**src/rtl/j_rotator_pipe.sv**
```systemverilog
// j_rotator_pipe: one-cycle pipelined rotation of a packed complex sample by
// j^k (or (-j)^k for the inverse transform), with valid/ready handshake,
// saturation of the single non-representable negation and a sticky count of
// saturated output samples.
module j_rotator_pipe #(
    parameter int unsigned W     = 11,
    parameter int unsigned SAT   = 1,
    parameter int unsigned AUTO  = 0,
    parameter int unsigned CNT_W = 16
) (
    input  logic             clk,
    input  logic             rst,
    input  logic             in_valid,
    output logic             in_ready,
    input  logic [2*W-1:0]   in_data,
    input  logic [1:0]       in_rot,
    input  logic             in_inv,
    input  logic             in_last,
    output logic             out_valid,
    input  logic             out_ready,
    output logic [2*W-1:0]   out_data,
    output logic             out_last,
    output logic             out_sat,
    input  logic             sat_clr,
    output logic [CNT_W-1:0] sat_count
);

    localparam logic [W-1:0] MIN_V = {1'b1, {(W-1){1'b0}}};
    localparam logic [W-1:0] MAX_V = {1'b0, {(W-1){1'b1}}};

    logic             out_valid_q;
    logic [2*W-1:0]   out_data_q;
    logic             out_last_q;
    logic             out_sat_q;
    logic [1:0]       cnt_q;
    logic [CNT_W-1:0] sat_count_q;

    logic             accept;
    logic [W-1:0]     re_in;
    logic [W-1:0]     im_in;
    logic [1:0]       k_sel;
    logic [1:0]       k_eff;
    logic [W:0]       neg_re;
    logic [W:0]       neg_im;
    logic [W-1:0]     re_d;
    logic [W-1:0]     im_d;
    logic             sat_d;

    // Negation returning {overflow_flag, value}; only the most negative
    // input overflows, and it either clamps or wraps back to itself.
    function automatic logic [W:0] neg_f(input logic [W-1:0] x);
        if (x == MIN_V) begin
            return {1'b1, (SAT != 0) ? MAX_V : MIN_V};
        end
        return {1'b0, ~x + 1'b1};
    endfunction

    assign in_ready = !out_valid_q || out_ready;
    assign accept   = in_valid && in_ready;

    // Rotation datapath: select the effective quarter-turn and swap/negate
    always_comb begin
        re_in  = in_data[2*W-1:W];
        im_in  = in_data[W-1:0];
        k_sel  = (AUTO != 0) ? cnt_q : in_rot;
        // (-j)^k == j^(4-k): the inverse direction is a negated index mod 4
        k_eff  = in_inv ? (2'd0 - k_sel) : k_sel;
        neg_re = neg_f(re_in);
        neg_im = neg_f(im_in);
        re_d   = re_in;
        im_d   = im_in;
        sat_d  = 1'b0;
        case (k_eff)
            2'd0: begin
                re_d  = re_in;
                im_d  = im_in;
                sat_d = 1'b0;
            end
            2'd1: begin
                re_d  = neg_im[W-1:0];
                im_d  = re_in;
                sat_d = neg_im[W];
            end
            2'd2: begin
                re_d  = neg_re[W-1:0];
                im_d  = neg_im[W-1:0];
                sat_d = neg_re[W] | neg_im[W];
            end
            default: begin
                re_d  = im_in;
                im_d  = neg_re[W-1:0];
                sat_d = neg_re[W];
            end
        endcase
    end

    // Output register: loads on accept, drops valid when ready but idle
    always_ff @(posedge clk or posedge rst) begin
        if (rst) begin
            out_valid_q <= 1'b0;
            out_data_q  <= '0;
            out_last_q  <= 1'b0;
            out_sat_q   <= 1'b0;
        end else if (in_ready) begin
            out_valid_q <= in_valid;
            if (in_valid) begin
                out_data_q <= {re_d, im_d};
                out_last_q <= in_last;
                out_sat_q  <= sat_d;
            end
        end
    end

    // Auto-sequenced rotation index: advances per accepted sample, block restart on last
    always_ff @(posedge clk or posedge rst) begin
        if (rst) begin
            cnt_q <= '0;
        end else if (accept) begin
            cnt_q <= in_last ? 2'd0 : cnt_q + 2'd1;
        end
    end

    // Saturated-sample counter: sticks at all-ones, clear has priority
    always_ff @(posedge clk or posedge rst) begin
        if (rst) begin
            sat_count_q <= '0;
        end else if (sat_clr) begin
            sat_count_q <= '0;
        end else if (accept && sat_d && (sat_count_q != '1)) begin
            sat_count_q <= sat_count_q + 1'b1;
        end
    end

    assign out_valid = out_valid_q;
    assign out_data  = out_data_q;
    assign out_last  = out_last_q;
    assign out_sat   = out_sat_q;
    assign sat_count = sat_count_q;

endmodule

```
**config.mk**
```make
export PLATFORM = sky130hd
export DESIGN_NAME = j_rotator_pipe
export DESIGN_NICKNAME = d
export VERILOG_FILES = /design/src/rtl/j_rotator_pipe.sv
export SDC_FILE = /design/constraint.sdc
export NUM_CORES = 1
export LEC_CHECK = 0
export ABC_CLOCK_PERIOD_IN_PS = 2340
export CAP_MARGIN = 20
export CORE_ASPECT_RATIO = 1.4
export CORE_MARGIN = 2
export CORE_UTILIZATION = 51
export CTS_CLUSTER_DIAMETER = 80
export DETAILED_ROUTE_END_ITERATION = 16
export GPL_ROUTABILITY_DRIVEN = 0
export PLACE_DENSITY = 0.81
export SETUP_SLACK_MARGIN = 0.5
export SYNTH_ARGS = -nofsm -noshare
export SYNTH_HDL_FRONTEND = slang
export SYNTH_SLANG_ARGS = --single-unit
```
**constraint.sdc**
```tcl
create_clock -name clk -period 2.34 [get_ports clk]
set_input_delay 0.351 -clock clk [delete_from_list [all_inputs] [get_ports clk]]
set_output_delay 0.351 -clock clk [all_outputs]
set_load 0.01 [all_outputs]
```
-- Yosys cells after proc, flatten, opt, wreduce, memory -nomap -nowiden
Index checks and enable logic that the tools add are counted.
- bits of input ports: 31
- register bits after elaboration: 41
- output and inout bits: 42
- $add $sub $neg: 4
- equality and inequality tests: 5
- bitwise gates (word level): 3
- reduce and logical (&&, ||, !) cells: 8
- muxes and demuxes: 12
- operators by type and width (cell ; count):
    $pmux W11 S3 ; 2
    $mux W12 ; 4
    $mux W16 ; 2
    $add A11 B1 Y11 const B ; 2
    $eq A11 B11 Y1 const B ; 2
    $not A11 Y11 ; 2
    $add A16 B1 Y16 const B ; 1
    $ne A16 B16 Y1 const B ; 1
    $logic_and A1 B1 Y1 ; 3
    $pmux W1 S3 ; 1
    $eq A2 B1 Y1 const B ; 1
    $eq A2 B2 Y1 const B ; 1
    $logic_not A2 Y1 ; 1
    $mux W1 ; 2
    $mux W2 ; 1
    $reduce_and A2 Y1 ; 1
    $reduce_bool A2 Y1 ; 1
    $sub A1 B2 Y2 const A ; 1
    $logic_not A1 Y1 ; 1
    $logic_or A1 B1 Y1 ; 1
    $or A1 B1 Y1 ; 1

-- Longest topological paths before layout
- word-level depth: 9
- depth in mapped cells: 10

-- Worst setup path before layout
OpenSTA, ideal clock, no wires.
- kind: input to register
- start: input in_rot[0]
- end: register sat_count_q[12] (netlist: sat_count[12])
- setup slack: -0.561 ns
- data required time: 2.212 ns
- data arrival time: 2.774 ns
- stages: 9
- library setup time: 0.128 ns
- path through: clkbuf_1 > clkinv_1 > ha_1 > mux2i_1 > o2111ai_1 > a221o_1 > buf_6 > nor4_1 > mux2_1
- word-level cells in the longest chain between the ends: 7
- elaborated cells on any way between the ends: 9
- those cells by class: add/sub: 1; eq/ne: 2; mux: 2; reduce/logical: 4
- ends and longest elaborated chain (element ; line ; RTL):
    from (decl) ; 16 ; input logic [1:0] in_rot,
    $sub A1 B2 Y2 ; 67 ; k_eff = in_inv ? (2'd0 - k_sel) : k_sel;
    $mux W2 (*) ; 67 ;
    $eq A2 B2 Y1 (tied with other cells) ; 73 ; case (k_eff)
    $pmux W1 S3 (*) ; 73 ;
    $logic_and A1 B1 Y1 (*) (2 in a row) ; 129 ; end else if (accept && sat_d && (sat_count_q != '1)) begin
    $reduce_bool A2 Y1 (no line) (*) ; - ;
    to (signal assigned) ; 130 ; sat_count_q <= sat_count_q + 1'b1;
    to (decl) ; 36 ; logic [CNT_W-1:0] sat_count_q;
Every way passes the cells marked *; elsewhere a longest branch is shown, timed or not.
A chain may end at the register's enable or synchronous reset.

-- Worst setup path in the final report
- start: input in_data[20]
- end: register sat_count_q[14] (netlist: sat_count[14])
- word-level cells in the longest chain between the ends: 8
- ends and longest elaborated chain (element ; line ; RTL):
    from (decl) ; 15 ; input logic [2*W-1:0] in_data,
    $eq A11 B11 Y1 (*) ; 52 ; if (x == MIN_V) begin
    $mux W1 (*) ; 52 ;
    $mux W12 (*) ; 55 ; return {1'b0, ~x + 1'b1};
    $or A1 B1 Y1 ; 87 ; sat_d = neg_re[W] | neg_im[W];
    $pmux W1 S3 (*) ; 73 ;
    $logic_and A1 B1 Y1 (*) (2 in a row) ; 129 ;
    $reduce_bool A2 Y1 (no line) (*) ; - ;
Marks and branches as above.

==> results.py <==
metrics = {
    "status": {
        "outcome": "complete, no violations",
    },
    "sta": {
        "rsz0062_at_grt": "yes",
        "timing.hold.ws_ps": 389.7,
        "setup_slack_ps": 231.6,
        "setup_violations": 0,
        "tightestPinTransition_ps": 476.0,
        "hold_violations": 0,
        "max-slew-margin-rel_pct": 68.02,
        "fin_skew_ps": 3.579,
        "min_period_ps": 2108,
        "layout_worst_path_cycle_share_pct": 90.10,
        "maxSlewViolCount": 0,
        "fmax_ghz": 0.4743,
    },
    "pwr": {
        "power_frac_comb_pct": 36.0,
        "power.leakage_uw": 0.002067,
        "clkPwrFrac_pct": 24.7,
        "sw_frac_of_total_pct": 33.27,
        "p_int_uw": 1390,
        "switching_power_uw": 693.1,
        "p_per_area_mw_per_mm2": 416.3,
        "power_frac_seq_pct": 39.4,
        "peakVddDrop_mv": 0.3131,
    },
    "placed_design": {
        "place_ws_ps": -583.6,
        "dp_hpwl_mm": 8.109,
        "portBuffers": 72,
        "placed_area_sq_mm": 0.004449,
    },
    "critical_path": {
        "start_kind": "primary input",
        "endpoint_kind": "flop",
        "critical_path.max_fanout": 8,
        "crit_arrival_ps": 2290,
        "required_ps": 2530,
        "worst-setup-path-type": "in2reg",
    },
    "clock_tree": {
        "htree_levels": 2,
        "clock_sinks": 41,
        "cts_root_buf": "clkbuf_8",
        "clkSlewWorstSetupHoldPaths_ps": 80,
        "cts_made_buffers": 5,
        "cts_tree": "yes",
        "clockBufferDepth": 2,
        "ctsHoldBuffers": 0,
        "clk_latency_ps": 300,
    },
    "synth": {
        "synth_top_flop_cell": "dfrtp_1",
        "ys_types": 56,
        "ys_seq_area_share_pct": 32.75,
        "synth-seq-cells": 41,
        "netlist_area_sq_mm": 0.003133,
        "synth-edff-count": 0,
        "synth_most_common_cell": "dfrtp_1",
        "synthSimpleGateAreaFrac_pct": 25.76,
        "synth_top_family_by_area": "compound AO/OA/AOI/OAI gates",
        "yosys.area_share.xor_xnor_pct": 3.634,
        "synthMuxAreaShare_pct": 2.756,
        "ys_top_cells_by_count": "41 x dfrtp_1, 38 x nor2_1, 37 x o21ai_0",
        "synth_nets": 425,
        "synth_top_area_share_pct": 32.75,
        "syn_avg_cell_area_sq_um": 8.054,
        "yosys.area.top_type": "dfrtp_1",
        "synth_compound_area_share_pct": 27.60,
        "postSynthCellCount": 389,
        "synth-warning-count": 0,
        "async_flop_share_pct": 100.0,
        "synthAdderAreaFrac_pct": 1.997,
        "ys_top_cells_by_area": "dfrtp_1 33%, o21ai_0 5.9%, a21oi_1 5.4%",
    },
    "global_routing": {
        "antenna_found_initial": 0,
        "grt_pass1_vias": 4055,
        "globalRouteOverflowTotal": 0,
        "grt.total_usage_pct": 35.70,
        "grt_max_degree": 42,
        "grt_pass1_wl_mm": 19.56,
    },
    "floorplanning": {
        "start_util_pct": 53.06,
        "die_w_um": 70.24,
        "core_area_sq_mm": 0.005904,
        "rows": 33,
        "die_area_sq_mm": 0.006795,
        "die-height_um": 96.74,
        "pin_count": 73,
    },
    "cells_and_area": {
        "final_cell_area_sq_mm": 0.005004,
        "drive_above_1_share_pct": 33.15,
        "syn_to_final_growth_pct": 59.70,
        "layout.nets": 572,
        "diodes": 0,
    },
    "routing": {
        "avgViaCountPerCell": 6.768,
        "wire_per_inst_um": 21.19,
        "vias": 4108,
        "drtIter0Drc": 389,
        "postRouteAntennaNets": 0,
        "finalWirelength_mm": 12.86,
        "drtPass1Iterations": 7,
        "drcViolationCount": 0,
    },
    "worst_hold_path": {
        "hold_path.class": "in2async",
    },
    "run": {
        "drv_cap": 0,
    },
}
layer usage:
| layer | track usage, % | vias to the layer above | share of wire, % |
|---|---|---|---|
| met5 | 0 | - | 0 |
| met4 | 22.93 | 0 | 6.7 |
| met3 | 5.938 | 107 | 8.4 |
| met2 | 62.48 | 323 | 52 |
| met1 | 38.89 | 1926 | 33 |
| li1 | - | 1752 | - |
path summary, 6_finish.rpt:
path	to	from	slack, ps	cells after the start
worst max-delay path	sat_count[14]	in_data[20]	230	6
worst min-delay path	out_last	rst	390	3
worst max register to register	sat_count[11]	sat_count[4]	310	5
worst min register to register	out_data[11]	out_data[11]	480	2
max in group asynchronous	sat_count[4]	rst	1730	3
min in group clk	out_data[11]	out_data[11]	480	2
sequential cells by signal, indices dropped and copies added (netlist names):
| signal | count |
|---|---|
| out_sat | 1 |
| out_data | 22 |
| sat_count | 16 |
| out_valid | 1 |
| out_last | 1 |
logic make-up (layout without fill, tap and decap cells):
group	Yosys count	after routing
multiplexers	8	8
flip-flops	41	41
AND/OR/NAND/NOR	148	148
buffers and inverters	39	186
XOR/XNOR	13	13
adder cells (fa/ha/maj)	5	5
AO/OA/AOI/OAI	135	136
cells in the final DEF, fill, tap and decap left out, drive strengths merged, types with 6 or more instances in the layout:
| cell | instances |
|---|---|
| buf | 99 |
| clkdlybuf4s50 | 47 |
| dfrtp | 41 |
| nor2 | 38 |
| o21ai | 37 |
| nand2 | 35 |
| a21oi | 34 |
| nand3 | 12 |
| inv | 11 |
| dlygate4sd2 | 10 |
| a21o | 9 |
| a221oi | 9 |
| o31ai | 9 |
| clkbuf | 9 |
| nor4 | 9 |
| a31oi | 8 |
| nor3 | 8 |
| xnor2 | 7 |
| nand4 | 6 |
| nand4b | 6 |
| xor2 | 6 |
timing repair:
item | in CTS | in global routing
pin swaps | 25 | 19
gates resized for setup | 89 | 45
setup buffers | 15 | 8
setup endpoints to repair | 40 | 31
gates cloned | 1 | 1
power by group through the flow:
| stage | clock network [uW] | logic (uW) | registers (uW) |
|---|---|---|---|
| after floorplan | 0 | 275 | 860 |
| after global placement | 0 | 668 | 830 |
| after detailed placement | 0 | 679 | 832 |
| after CTS | 518 | 703 | 819 |
| after global routing | 545 | 794 | 827 |
| final | 514 | 750 | 820 |
critical path, stage by stage:
cell,delay [ps]
clkdlybuf4s15_2,230
nor4_4,290
nand4_1,240
a221o_2,570
nor4_2,250
mux2_1,360
final cells by class:
class	instances	area, sq um
Clock inverter	2	13.76
Fill cell	348	900.9
Clock buffer	6	82.58
Multi-Input combinational cell	310	2292
Tap cell	70	87.58
Inverter	14	72.57
Sequential cell	41	1028
Timing Repair Buffer	164	1426
stage by stage:
stage / utilization [%] / instances / total power [uW] / TNS [ps]
5_1_grt: 84.74 / 607 / 2165 / 0
3_3_place_gp: 75.35 / 574 / 1498 / -13880
6_report: 84.74 / 607 / 2083 / 0
3_5_place_dp: 75.35 / 574 / 1511 / -15230
4_1_cts: 81.10 / 598 / 2040 / 0
2_1_floorplan: - / 389 / 1135 / 0
Power figures use the tool's default switching activity.
